`src/rtl/pipe_hazard_ctrl_if.sv`:
```
// Hazard-control bundle between the pipeline datapath (master) and pipe_hazard_ctrl (slave).
interface pipe_hazard_ctrl_if;
    logic [4:0] rs_D;
    logic [4:0] rt_D;
    logic [1:0] tuse_rs_D;
    logic [1:0] tuse_rt_D;
    logic [4:0] A3_E;
    logic [4:0] A3_M;
    logic [1:0] Res_E;
    logic [1:0] Res_M;
    logic       md_use_D;
    logic       md_start_E;
    logic       md_div_E;
    logic       exc_M;
    logic       eret_M;
    logic       stall_PC;
    logic       stall_IFID;
    logic       IFID_clr;
    logic       IDEX_clr;
    logic       EXMEM_clr;
    logic       MEMWB_clr;
    logic       md_busy;

    modport master (
        output rs_D, rt_D, tuse_rs_D, tuse_rt_D, A3_E, A3_M, Res_E, Res_M,
               md_use_D, md_start_E, md_div_E, exc_M, eret_M,
        input  stall_PC, stall_IFID, IFID_clr, IDEX_clr, EXMEM_clr, MEMWB_clr, md_busy
    );

    modport slave (
        input  rs_D, rt_D, tuse_rs_D, tuse_rt_D, A3_E, A3_M, Res_E, Res_M,
               md_use_D, md_start_E, md_div_E, exc_M, eret_M,
        output stall_PC, stall_IFID, IFID_clr, IDEX_clr, EXMEM_clr, MEMWB_clr, md_busy
    );
endinterface

```
`src/rtl/pipe_hazard_ctrl.sv`:
```
// Pipeline hazard controller: RAW / mult-div stalls, exception and eret flush strobes.
// Defining HAZ_STALL_CNT_EN adds the stall_cnt statistics output.
module pipe_hazard_ctrl #(
    parameter int unsigned MULT_CYCLES = 5,
    parameter int unsigned DIV_CYCLES  = 10,
    parameter int unsigned CNT_W       = 4
) (
    input  logic              clk,
    input  logic              reset,
    pipe_hazard_ctrl_if.slave hz
`ifdef HAZ_STALL_CNT_EN
    ,
    output logic [31:0]       stall_cnt
`endif
);
    localparam logic [1:0] RES_ALU   = 2'b00;
    localparam logic [1:0] RES_DM    = 2'b01;
    localparam logic [1:0] RES_NW    = 2'b11;
    localparam logic [1:0] TUSE_NONE = 2'd3;

    typedef enum logic {IDLE, BUSY} mdState_t;

    mdState_t         state;
    logic [CNT_W-1:0] cnt;

    logic [1:0] tnewE;
    logic [1:0] tnewM;
    logic       stallRs;
    logic       stallRt;
    logic       stallMd;
    logic       stall;
    logic       flush;

    // Cycles until the in-flight result is available; PC and NW classes are ready now.
    always_comb begin
        tnewE = 2'd0;
        tnewM = 2'd0;
        case (hz.Res_E)
            RES_ALU: tnewE = 2'd1;
            RES_DM:  tnewE = 2'd2;
            default: tnewE = 2'd0;
        endcase
        if (hz.Res_M == RES_DM) tnewM = 2'd1;
    end

    function automatic logic rawStall(
        input logic [4:0] src,
        input logic [1:0] tuse,
        input logic [4:0] a3E,
        input logic [1:0] resE,
        input logic [1:0] tnE,
        input logic [4:0] a3M,
        input logic [1:0] resM,
        input logic [1:0] tnM
    );
        logic hitE;
        logic hitM;
        hitE = (src == a3E) && (resE != RES_NW) && (tuse < tnE);
        hitM = (src == a3M) && (resM != RES_NW) && (tuse < tnM);
        return (src != 5'd0) && (tuse != TUSE_NONE) && (hitE || hitM);
    endfunction

    assign stallRs = rawStall(hz.rs_D, hz.tuse_rs_D, hz.A3_E, hz.Res_E, tnewE,
                              hz.A3_M, hz.Res_M, tnewM);
    assign stallRt = rawStall(hz.rt_D, hz.tuse_rt_D, hz.A3_E, hz.Res_E, tnewE,
                              hz.A3_M, hz.Res_M, tnewM);
    assign stallMd = hz.md_use_D && ((state == BUSY) || hz.md_start_E);
    assign stall   = stallRs || stallRt || stallMd;
    assign flush   = hz.exc_M || hz.eret_M;

    // Flush wins over stall so the PC can be redirected; everything is quiet in reset.
    always_comb begin
        hz.stall_PC   = 1'b0;
        hz.stall_IFID = 1'b0;
        hz.IFID_clr   = 1'b0;
        hz.IDEX_clr   = 1'b0;
        hz.EXMEM_clr  = 1'b0;
        hz.MEMWB_clr  = 1'b0;
        if (reset) begin
            if (flush) begin
                hz.IFID_clr  = 1'b1;
                hz.IDEX_clr  = 1'b1;
                hz.EXMEM_clr = 1'b1;
                hz.MEMWB_clr = hz.exc_M;
            end else if (stall) begin
                hz.stall_PC   = 1'b1;
                hz.stall_IFID = 1'b1;
                hz.IDEX_clr   = 1'b1;
            end
        end
    end

    assign hz.md_busy = (state == BUSY);

    // Mult/div busy window; a running operation completes even across an exception.
    always_ff @(posedge clk or negedge reset) begin
        if (!reset) begin
            state <= IDLE;
            cnt   <= '0;
        end else begin
            case (state)
                IDLE: begin
                    if (hz.md_start_E && !hz.exc_M) begin
                        state <= BUSY;
                        cnt   <= hz.md_div_E ? CNT_W'(DIV_CYCLES - 1) : CNT_W'(MULT_CYCLES - 1);
                    end
                end
                BUSY: begin
                    if (cnt == '0) state <= IDLE;
                    else           cnt   <= cnt - CNT_W'(1);
                end
                default: state <= IDLE;
            endcase
        end
    end

`ifdef HAZ_STALL_CNT_EN
    // Counts only stalls that actually hold the pipe; flushed cycles are not stalls.
    always_ff @(posedge clk or negedge reset) begin
        if (!reset)                 stall_cnt <= '0;
        else if (stall && !flush)   stall_cnt <= stall_cnt + 32'd1;
    end
`endif

endmodule

```
`src/flat_wrapper.sv`:
```
// flat-port wrapper written by rule: the top's interface ports become plain ports
module pipe_hazard_ctrl_flat 
#(
    parameter int unsigned MULT_CYCLES = 5,
    parameter int unsigned DIV_CYCLES  = 10,
    parameter int unsigned CNT_W       = 4
)
  (clk, reset, hz_rs_D, hz_rt_D, hz_tuse_rs_D, hz_tuse_rt_D, hz_A3_E, hz_A3_M, hz_Res_E, hz_Res_M, hz_md_use_D, hz_md_start_E, hz_md_div_E, hz_exc_M, hz_eret_M, hz_stall_PC, hz_stall_IFID, hz_IFID_clr, hz_IDEX_clr, hz_EXMEM_clr, hz_MEMWB_clr, hz_md_busy);
  pipe_hazard_ctrl_if hz_i ();
  input  logic clk;
  input  logic reset;
  input wire logic [$bits(hz_i.rs_D)-1:0] hz_rs_D;
  input wire logic [$bits(hz_i.rt_D)-1:0] hz_rt_D;
  input wire logic [$bits(hz_i.tuse_rs_D)-1:0] hz_tuse_rs_D;
  input wire logic [$bits(hz_i.tuse_rt_D)-1:0] hz_tuse_rt_D;
  input wire logic [$bits(hz_i.A3_E)-1:0] hz_A3_E;
  input wire logic [$bits(hz_i.A3_M)-1:0] hz_A3_M;
  input wire logic [$bits(hz_i.Res_E)-1:0] hz_Res_E;
  input wire logic [$bits(hz_i.Res_M)-1:0] hz_Res_M;
  input wire logic [$bits(hz_i.md_use_D)-1:0] hz_md_use_D;
  input wire logic [$bits(hz_i.md_start_E)-1:0] hz_md_start_E;
  input wire logic [$bits(hz_i.md_div_E)-1:0] hz_md_div_E;
  input wire logic [$bits(hz_i.exc_M)-1:0] hz_exc_M;
  input wire logic [$bits(hz_i.eret_M)-1:0] hz_eret_M;
  output wire logic [$bits(hz_i.stall_PC)-1:0] hz_stall_PC;
  output wire logic [$bits(hz_i.stall_IFID)-1:0] hz_stall_IFID;
  output wire logic [$bits(hz_i.IFID_clr)-1:0] hz_IFID_clr;
  output wire logic [$bits(hz_i.IDEX_clr)-1:0] hz_IDEX_clr;
  output wire logic [$bits(hz_i.EXMEM_clr)-1:0] hz_EXMEM_clr;
  output wire logic [$bits(hz_i.MEMWB_clr)-1:0] hz_MEMWB_clr;
  output wire logic [$bits(hz_i.md_busy)-1:0] hz_md_busy;
  assign hz_i.rs_D = hz_rs_D;
  assign hz_i.rt_D = hz_rt_D;
  assign hz_i.tuse_rs_D = hz_tuse_rs_D;
  assign hz_i.tuse_rt_D = hz_tuse_rt_D;
  assign hz_i.A3_E = hz_A3_E;
  assign hz_i.A3_M = hz_A3_M;
  assign hz_i.Res_E = hz_Res_E;
  assign hz_i.Res_M = hz_Res_M;
  assign hz_i.md_use_D = hz_md_use_D;
  assign hz_i.md_start_E = hz_md_start_E;
  assign hz_i.md_div_E = hz_md_div_E;
  assign hz_i.exc_M = hz_exc_M;
  assign hz_i.eret_M = hz_eret_M;
  assign hz_stall_PC = hz_i.stall_PC;
  assign hz_stall_IFID = hz_i.stall_IFID;
  assign hz_IFID_clr = hz_i.IFID_clr;
  assign hz_IDEX_clr = hz_i.IDEX_clr;
  assign hz_EXMEM_clr = hz_i.EXMEM_clr;
  assign hz_MEMWB_clr = hz_i.MEMWB_clr;
  assign hz_md_busy = hz_i.md_busy;
  pipe_hazard_ctrl #(.MULT_CYCLES(MULT_CYCLES), .DIV_CYCLES(DIV_CYCLES), .CNT_W(CNT_W)) u_core (.clk(clk), .reset(reset), .hz(hz_i));
endmodule
```
`config.mk`:
```
export PLATFORM = sky130hd
export DESIGN_NAME = pipe_hazard_ctrl_flat
export DESIGN_NICKNAME = d
export VERILOG_FILES = /design/src/rtl/pipe_hazard_ctrl_if.sv /design/src/rtl/pipe_hazard_ctrl.sv /design/src/flat_wrapper.sv
export SDC_FILE = /design/constraint.sdc
export NUM_CORES = 1
export LEC_CHECK = 0
export CAP_MARGIN = 10
export CELL_PAD_IN_SITES_DETAIL_PLACEMENT = 1
export CELL_PAD_IN_SITES_GLOBAL_PLACEMENT = 1
export CORE_MARGIN = 3
export CORE_UTILIZATION = 25
export DETAILED_ROUTE_END_ITERATION = 16
export PLACE_DENSITY_LB_ADDON = 0.25
export SLEW_MARGIN = 20
export SYNTH_ARGS = -nofsm -noshare
export SYNTH_HDL_FRONTEND = slang
export SYNTH_SLANG_ARGS = --single-unit
export TNS_END_PERCENT = 10
```
`constraint.sdc`:
```
create_clock -name clk -period 7.1 [get_ports clk]
set_input_delay 2.13 -clock clk [delete_from_list [all_inputs] [get_ports clk]]
set_output_delay 2.13 -clock clk [all_outputs]
set_load 0.05 [all_outputs]
```
==> results.ini <==
[final_layout]
finalNetCount = 165
fin_util_pct = 45.13
drive_gt1_share_pct = 4.000
fin_cells = 155
final_area_um2 = 1159
syn_to_final_growth_pct = 65.65
antennaDiodeCount = 0

[place]
dpl_cell_area_um2 = 1132
pre_cts_slack_ns = 0.3531
finalWeightedCongestion = 0.8073
dp.cells = 151
portBuffers = 41
hpwl_um = 1986

[routing]
ant_nets = 0
drc = 0
drtIter0Drc = 18
wl_per_cell_um = 14.81
via_per_inst = 5.200
drt_first_pass_iters = 4
route.vias.total = 806
wirelength_um = 2295

[sta]
finalHoldViolCount = 0
slew_headroom_pct = 66.66
tns_ns = 0
rsz0062_at_grt = false
fin_crit_sh_pct = 94.74
worstMarginPinSlew_ns = 0.4985
finalSetupViolations = 0
slew_violations = 0
fmax_mhz = 148.7
fin_worst_skew_ns = 0.006901
fin_hold_ws_ns = 0.5606
final.setup.worst_slack_ns = 0.3735
period_minus_slack_ns = 6.727

[floorplan]
die_w_um = 58.90
die_h_um = 58.90
rows = 18
start_util_pct = 27.24
num_io_pins = 42
design.die.area_um2 = 3469
core_um2 = 2567

[grt]
grt_pass1_vias = 890
grt_max_degree = 11
track_usage_pct = 14.77
grt_pass1_wl_um = 3870
gr-total-overflow = 0
antenna_found_initial = 0

[synthesis]
yosysSeqAreaShare_pct = 17.89
ys_types = 30
synth_area_um2 = 699.4
syn_inst = 82
ys_seq_elements = 5
synth_area_leaders = xor2_1, dfrtp_1, ha_1, xnor2_1, mux2i_1
ys.warnings.count = 0
syn_avg_cell_area_um2 = 8.530
yosys.area.top_type = xor2_1
synthesis.nets = 121
synth_top_area_share_pct = 21.29

[pwr]
seq_power_share_pct = 25.6
pwr-share-comb_pct = 58.6
ir_worst_vdd_v = 0.0001673
p_sw_share_pct = 44.17
p_int_uw = 127.9
powerDensity_nw_per_um2 = 197.7
p_sw_uw = 101.2
leakagePower_nw = 0.4452
clockPowerShare_pct = 15.8
total_power_uw = 229.1

[clock_tree]
numCtsBuffers = 3
path_clk_slew_ns = 0.04
post_cts_buffers = 0
cts_buffer_depth = 2
cts_tree = yes
cts_hold_buf = 0
cts_sinks = 5
clk_latency_ns = 0.26
clock-root-buffer = clkbuf_4
cts_resized = 0
cts_max_level = 1

[setup_path]
crit_arrival_ns = 4.60
start_kind = input port
path_class = in -> out
cp.required_ns = 4.97
rrSetupSlack_ns = 5.50
crit_fanout = 5
cp-end-kind = output pin

[worst_hold_path]
worstHoldPathType = reg -> reg

[flow_run]
maxCapViolCount = 0

[outcome]
status = finished, final reports clean

==> critical path, stage by stage <==
cell and delay (ns):
clkdlybuf4s50_1 0.49, nand2b_1 0.20, ha_1 0.28, o31ai_1 0.06
nand4_1 0.10, a21o_1 0.19, a311oi_2 0.29, clkdlybuf4s50_1 0.85
==> layout by cell type, fill, tap and decap left out, types with 3 or more instances in the layout <==
master           count
ha_1                 4
dfrtp_1              5
clkbuf_4             3
o211ai_1             3
inv_1                3
clkdlybuf4s50_1     41
a21o_1               3
nand2_1              6
xnor2_1              4
xor2_1              17
mux2i_1              3
nor4_1               3
o21ai_0              3
a21oi_1              3
==> sequential cells by signal, indices dropped and copies added, names as in the netlist <==
signal,cells
u_core.cnt,4
u_core.hz.md_busy,1
==> area by class of cell <==
type	count	area [um2]
Multi-Input combinational cell	72	548.0
Fill cell	318	1409
Sequential cell	5	125.1
Clock buffer	4	26.28
Tap cell	30	37.54
Timing Repair Buffer	41	410.4
Inverter	3	11.26
==> Yosys cell counts <==
| cell type | count |
|---|---|
| nor3_1 | 1 |
| nor2_1 | 1 |
| nand4_1 | 2 |
| a21oi_1 | 3 |
| nor3b_1 | 1 |
| or4_1 | 2 |
| nand2_1 | 6 |
| nand3_1 | 2 |
| inv_1 | 3 |
| a311oi_2 | 1 |
| nor4_1 | 3 |
| and2_1 | 1 |
| ha_1 | 4 |
| o22ai_1 | 1 |
| a21o_1 | 3 |
| or3_1 | 1 |
| buf_4 | 2 |
| a31oi_1 | 1 |
| nor4_2 | 1 |
| o211ai_1 | 3 |
| xor2_1 | 17 |
| dfrtp_1 | 5 |
| nand2b_1 | 2 |
| o21a_1 | 1 |
| nand4b_1 | 1 |
| xnor2_1 | 4 |
| o21ai_0 | 3 |
| mux2i_1 | 3 |
| nor4b_1 | 2 |
| o31ai_1 | 2 |
==> layer usage <==
layer / GRT usage (%) / wire length [um] / vias up
li1: - / - / 389
met4: 5.825 / 57 / 0
met5: 0 / 0 / -
met3: 5.263 / 236 / 7
met1: 16.36 / 904 / 369
met2: 25.55 / 1097 / 41
==> worst paths after layout <==
path                                            from                        end  cells after the start
max                                      hz_Res_E[1]              hz_stall_IFID                      8
min                        u_core.cnt[0]$_DFFE_PN0P_  u_core.cnt[0]$_DFFE_PN0P_                      2
max reg2reg                u_core.cnt[0]$_DFFE_PN0P_  u_core.cnt[2]$_DFFE_PN0P_                      6
min reg2reg                u_core.cnt[0]$_DFFE_PN0P_  u_core.cnt[0]$_DFFE_PN0P_                      2
max in group asynchronous                      reset  u_core.cnt[0]$_DFFE_PN0P_                      1
min in group asynchronous                      reset  u_core.cnt[3]$_DFFE_PN0P_                      1
==> kinds of logic (layout without fill, tap and decap cells) <==
group           count (synthesis)  count (layout)  synth area share (%)
mux                             3               3                 4.294
simple gates                   26              26                 22.72
buf+inv                         5              48                 3.756
fa+ha+maj                       4               4                 7.156
xor+xnor                       21              21                 26.30
flops                           5               5                 17.89
compound gates                 18              18                 17.89
==> power by group through the flow <==
| stage | clock (mW) | sequential, mW | combinational (mW) |
|---|---|---|---|
| 2_1_floorplan | 0 | 0.0636 | 0.0771 |
| 3_3_place_gp | 0 | 0.0580 | 0.130 |
| 3_5_place_dp | 0 | 0.0587 | 0.134 |
| 4_1_cts | 0.0383 | 0.0585 | 0.136 |
| 5_1_grt | 0.0398 | 0.0614 | 0.149 |
| 6_report | 0.0363 | 0.0586 | 0.134 |
Note: power is estimated with default switching activity, not from simulation.
